==> src/rtl/direction_ctrl.sv <==
// Button-to-direction control: synchronises and debounces btn_in, toggles chnge per press.
// Optional long-press force-up is enabled by defining DIR_LONG_PRESS_EN.
module direction_ctrl #(
   parameter int unsigned DEBOUNCE_CYCLES = 4,
   parameter int unsigned LONG_CYCLES     = 16
) (
   input  logic CLK,
   input  logic reset,
   input  logic btn_in,
   output logic chnge,
   output logic press_pulse,
   output logic long_pulse
);

   typedef enum logic [1:0] {
      StIdle        = 2'd0,
      StPressWait   = 2'd1,
      StPressed     = 2'd2,
      StReleaseWait = 2'd3
   } state_e;

   localparam logic [7:0] DbLast = 8'(DEBOUNCE_CYCLES - 1);

   state_e     state_q;
   logic       s1_q;
   logic       btn_s_q;
   logic [7:0] db_cnt_q;
   logic       chnge_q;
   logic       press_pulse_q;

`ifdef DIR_LONG_PRESS_EN
   localparam logic [7:0] LongLast = 8'(LONG_CYCLES - 1);
   // Parking one past the fire value keeps the long press from re-firing while held.
   localparam logic [7:0] LongSat  = 8'(LONG_CYCLES);

   logic [7:0] hold_cnt_q;
   logic       long_pulse_q;
`endif

   always_ff @(posedge CLK) begin
      if (reset) begin
         state_q       <= StIdle;
         s1_q          <= 1'b0;
         btn_s_q       <= 1'b0;
         db_cnt_q      <= 8'd0;
         chnge_q       <= 1'b1;
         press_pulse_q <= 1'b0;
`ifdef DIR_LONG_PRESS_EN
         hold_cnt_q    <= 8'd0;
         long_pulse_q  <= 1'b0;
`endif
      end else begin
         s1_q          <= btn_in;
         btn_s_q       <= s1_q;
         press_pulse_q <= 1'b0;
`ifdef DIR_LONG_PRESS_EN
         long_pulse_q  <= 1'b0;
`endif
         unique case (state_q)
            StIdle: begin
               if (btn_s_q) begin
                  state_q  <= StPressWait;
                  db_cnt_q <= 8'd0;
               end
            end
            StPressWait: begin
               if (!btn_s_q) begin
                  state_q <= StIdle;
               end else if (db_cnt_q == DbLast) begin
                  state_q       <= StPressed;
                  chnge_q       <= ~chnge_q;
                  press_pulse_q <= 1'b1;
`ifdef DIR_LONG_PRESS_EN
                  hold_cnt_q    <= 8'd0;
`endif
               end else begin
                  db_cnt_q <= db_cnt_q + 8'd1;
               end
            end
            StPressed: begin
               if (!btn_s_q) begin
                  state_q  <= StReleaseWait;
                  db_cnt_q <= 8'd0;
`ifdef DIR_LONG_PRESS_EN
               end else if (hold_cnt_q == LongLast) begin
                  chnge_q      <= 1'b1;
                  long_pulse_q <= 1'b1;
                  hold_cnt_q   <= LongSat;
               end else if (hold_cnt_q < LongLast) begin
                  hold_cnt_q <= hold_cnt_q + 8'd1;
`endif
               end
            end
            StReleaseWait: begin
               // Release bounce returns to PRESSED without touching chnge or hold_cnt.
               if (btn_s_q) begin
                  state_q <= StPressed;
               end else if (db_cnt_q == DbLast) begin
                  state_q <= StIdle;
               end else begin
                  db_cnt_q <= db_cnt_q + 8'd1;
               end
            end
            default: state_q <= StIdle;
         endcase
      end
   end

   assign chnge       = chnge_q;
   assign press_pulse = press_pulse_q;
`ifdef DIR_LONG_PRESS_EN
   assign long_pulse  = long_pulse_q;
`else
   assign long_pulse  = 1'b0;
`endif

endmodule

==> config.mk <==
export PLATFORM = sky130hd
export DESIGN_NAME = direction_ctrl
export DESIGN_NICKNAME = d
export VERILOG_FILES = /design/src/rtl/direction_ctrl.sv
export SDC_FILE = /design/constraint.sdc
export NUM_CORES = 1
export LEC_CHECK = 0
export BUFFER_PORTS_ARGS = -buffer_cell sky130_fd_sc_hd__buf_2
export CORE_AREA = 4 4 41 43
export DETAILED_ROUTE_END_ITERATION = 8
export DIE_AREA = 0 0 45 47
export PLACE_DENSITY = 0.7
export SLEW_MARGIN = 20
export SYNTH_ARGS = -nofsm -noshare
export SYNTH_HDL_FRONTEND = slang
export SYNTH_SLANG_ARGS = --single-unit
==> constraint.sdc <==
create_clock -name CLK -period 2 [get_ports CLK]
set_input_delay 0.1 -clock CLK [delete_from_list [all_inputs] [get_ports CLK]]
set_output_delay 0.1 -clock CLK [all_outputs]
set_load 0.1 [all_outputs]
==> metrics.md <==
| Metric | Value |
|---|---|
| Unique masters post-synth | 30 |
| Setup TNS | 0 ns |
| IO buf count | 4 |
| Die H | 47 µm |
| Net Count, Synth | 75 |
| Worst-path clk slew | 0.08 ns |
| Post-synthesis simple-gate area fraction | 0.3019 |
| Run status | completed |
| Initial Utilization | 0.5096 |
| Top Ports | 6 |
| Post-Synthesis Cell Area | 663.1 µm² |
| Final setup violation count | 0 |
| Routability cong. | 0.7349 |
| Synth Area in Compound Gates | 0.1623 |
| Worst path max stage delay | 0.49 ns |
| Critical R2R Capture | chnge$_SDFFE_PP1P_ |
| Initial DRC count | 8 |
| Post-Synth Adder-Cell Area | 0.01887 |
| Hold_buf cts | 0 |
| Hold Crit Class | input pin to flop |
| Dominant synthesized flop cell | dfxtp_1 |
| H-tree Lvls | 1 |
| Hold Worst Slack | 0.03197 ns |
| Fin crit period | 1.801 ns |
| Die W | 45 µm |
| Ant diodes | 0 |
| Worst EP required | 2.17 ns |
| P_leak | 0.2431 nW |
| Postcts setup bufs | 0 |
| Largest net degree at the start of global routing | 14 |
| FF-to-FF path depth | 4 |
| Syn_area_per_cell | 9.340 µm² |
| CP Capture Point | chnge$_SDFFE_PP1P_ |
| Switching power | 0.0001118 W |
| CP Cell Sequence | ha_1 > or4b_4 > o31ai_1 > or3b_1 |
| Setup crit start | db_cnt_q[0]$_SDFFE_PP0P_ |
| Synth Area in XOR/XNOR | 0.01321 |
| Most common cell in the synthesized netlist | dfxtp_1 |
| Max-cap violations | 0 |
| Worst-path fanout max | 6 |
| EDFF count, synth | 0 |
| Sequential cell area | 280.3 µm² |
| Core box area | 1301 µm² |
| RSZ-0062 raised after global routing | false |
| Slew headroom | 0.4495 |
| Sw Share | 0.2186 |
| Worst vdd ir | 0.4589 mV |
| Worst EP arrival | 1.97 ns |
| Comb pwr share | 0.053 |
| Total track usage | 0.1359 |
| PnR worst setup slack | 0.1992 ns |
| FILL cells | 132 |
| Clk_lat worst skew | 0.28 ns |
| Share of layout cells above drive strength 1 | 0.1711 |
| Root Buffer | clkbuf_4 |
| Yosys warns | 0 |
| Worst Setup Start Kind | flop |
| Vias in the first global route | 517 |
| Hold Fails Final Rpt | 0 |
| WS Path Type | flop to flop |
| Antenna violations before repair | 0 |
| Via count | 543 |
| Top cell type's share of synthesized area | 0.4226 |
| Clock share of power | 0.394 |
| Die footprint | 2115 µm² |
| CTS tree | done |
| CTS max path bufs | 2 |
| Max Clk Rate | 555.3 MHz |
| Grt total ovfl | 0 |
| Most common library cells after synthesis | dfxtp_1 (14), a21oi_1 (7), nand3_1 (4), o31ai_1 (4), or4_1 (4) |
| First-pass GRT wire length | 2097 µm |
| NumNets Final | 81 |
| Mux contribution to synthesized area | 0.03019 |
| Tightest Pin Transition | 0.8198 ns |
| Clk_skew | 0.002709 ns |
| Asr flop ratio synth | 0 |
| Initial DRT Pass Iterations | 4 |
| Internal power | 0.0003998 W |
| R2R Setup Slk | 0.20 ns |
| Register area share after synthesis | 0.4226 |
| Clk sink count | 14 |
| P&R area growth vs syn | 8.491% |
| Yosys top cell by area | dfxtp_1 |
| Fin. max-slew vios | 0 |
| WL/cell | 12.14 µm |
| Routed WL | 1105 µm |
| DRC | 0 |
| Synth Instances | 71 |
| Crit. End Element | flop |
| Detailed Place HPWL | 796.6 µm |
| Flop pwr share | 0.553 |
| Power per cell area | 711.2 nW/µm² |
| Footprint of the multi-input gates | 352.8 µm² |
| Post-CTS sizing | 0 |
| Main combinational cell family by area after synthesis | simple AND/OR/NAND/NOR gates |
| CTS Buf Count | 3 |
| Vias per cell | 5.967 |
| Post-placement worst setup slack | 0.2042 ns |
| Area contributors post-synth | dfxtp_1 (42%), a21oi_1 (5.3%), o31ai_1 (4.5%) |
| ANT nets after route | 0 |
| CP max-delay cell | or4b_4 |
| FP Rows | 13 |
| Yosys reg bits | 14 |
| Final period util | 0.9004 |
| Reg-to-Reg Start | db_cnt_q[0]$_SDFFE_PP0P_ |
cells in the final DEF, fill, tap and decap left out, types with 2 or more instances in the layout:
cell type  count
dfxtp_1       14
a21oi_1        7
or4_1          4
nand3_1        4
o31ai_1        4
buf_2          4
o21ai_0        3
inv_1          3
clkbuf_4       3
or3_1          2
nor2b_1        2
nor2_1         2
nand2b_1       2
mux2i_1        2
nand2_1        2
or4b_4         2
nor4_1         2
metal layers:
layer  share of wire  GRT usage  wire, µm  vias up
li1                -          -         -      275
met1            0.49     0.1574       539      255
met2            0.45     0.2232       501        8
met3           0.031    0.03448        34        5
met4           0.025    0.08772        28        0
met5               0          0         0        -
power groups by stage:
stage | Sequential [W] | Combinational (W) | Clock [W]
CTS | 0.000283 | 0.0000275 | 0.000207
detailed placement | 0.000290 | 0.0000277 | 0
global route | 0.000284 | 0.0000298 | 0.000220
finish | 0.000283 | 0.0000273 | 0.000201
floorplan | 0.000289 | 0.0000253 | 0
global placement | 0.000289 | 0.0000269 | 0
area by class of cell:
cell class	count	share of cell area
clock buffers	4	0.05043
inverters	3	0.01565
multi-input cells	51	0.4904
flip-flops and latches	14	0.3896
well taps	15	0.02609
repair buffers	4	0.02783
through the flow:
step / util / instance area (µm²) / total power [W] / std cells
3_3_place_gp: 0.5250 / 683.2 / 0.0003162 / 87
6_report: 0.5529 / 719.4 / 0.0005116 / 91
4_1_cts: 0.5529 / 719.4 / 0.0005176 / 91
3_5_place_dp: 0.5250 / 683.2 / 0.0003172 / 87
2_1_floorplan: - / 663.1 / 0.0003143 / 71
5_1_grt: 0.5529 / 719.4 / 0.0005333 / 91
cells by family (layout without fill, tap and decap cells):
logic type | after synthesis | in the layout
compound gates | 17 | 17
xor+xnor | 1 | 1
fa+ha+maj | 1 | 1
buf+inv | 6 | 11
flops | 14 | 14
mux | 2 | 2
other cells | 1 | 1
simple gates | 29 | 29
sequential cells by signal, summed over array words and instances, names as in the netlist, named ones only:
signal       cells
s1_q             1
db_cnt_q         8
press_pulse      1
state_q          1
chnge            1
btn_s_q          1
critical path: cells and delay by family (launching register included):
kind	cells	cell delay, ns
and+or+nand+nor	2	0.84
DFF	1	0.37
adders and majority gates	1	0.26
AOI/OAI and AO/OA	1	0.22
how the worst min path moves through the flow:
stage	end	depth (start not counted)	slack, ns	start
2_1_floorplan	s1_q$_SDFF_PP0_	1	0.23	btn_in
5_1_grt	s1_q$_SDFF_PP0_	2	0.05	btn_in
3_3_place_gp	s1_q$_SDFF_PP0_	2	0.31	btn_in
4_1_cts	s1_q$_SDFF_PP0_	2	0.04	btn_in
6_report	s1_q$_SDFF_PP0_	2	0.03	btn_in
3_5_place_dp	s1_q$_SDFF_PP0_	2	0.33	btn_in
(Power assumes the default switching activity.)
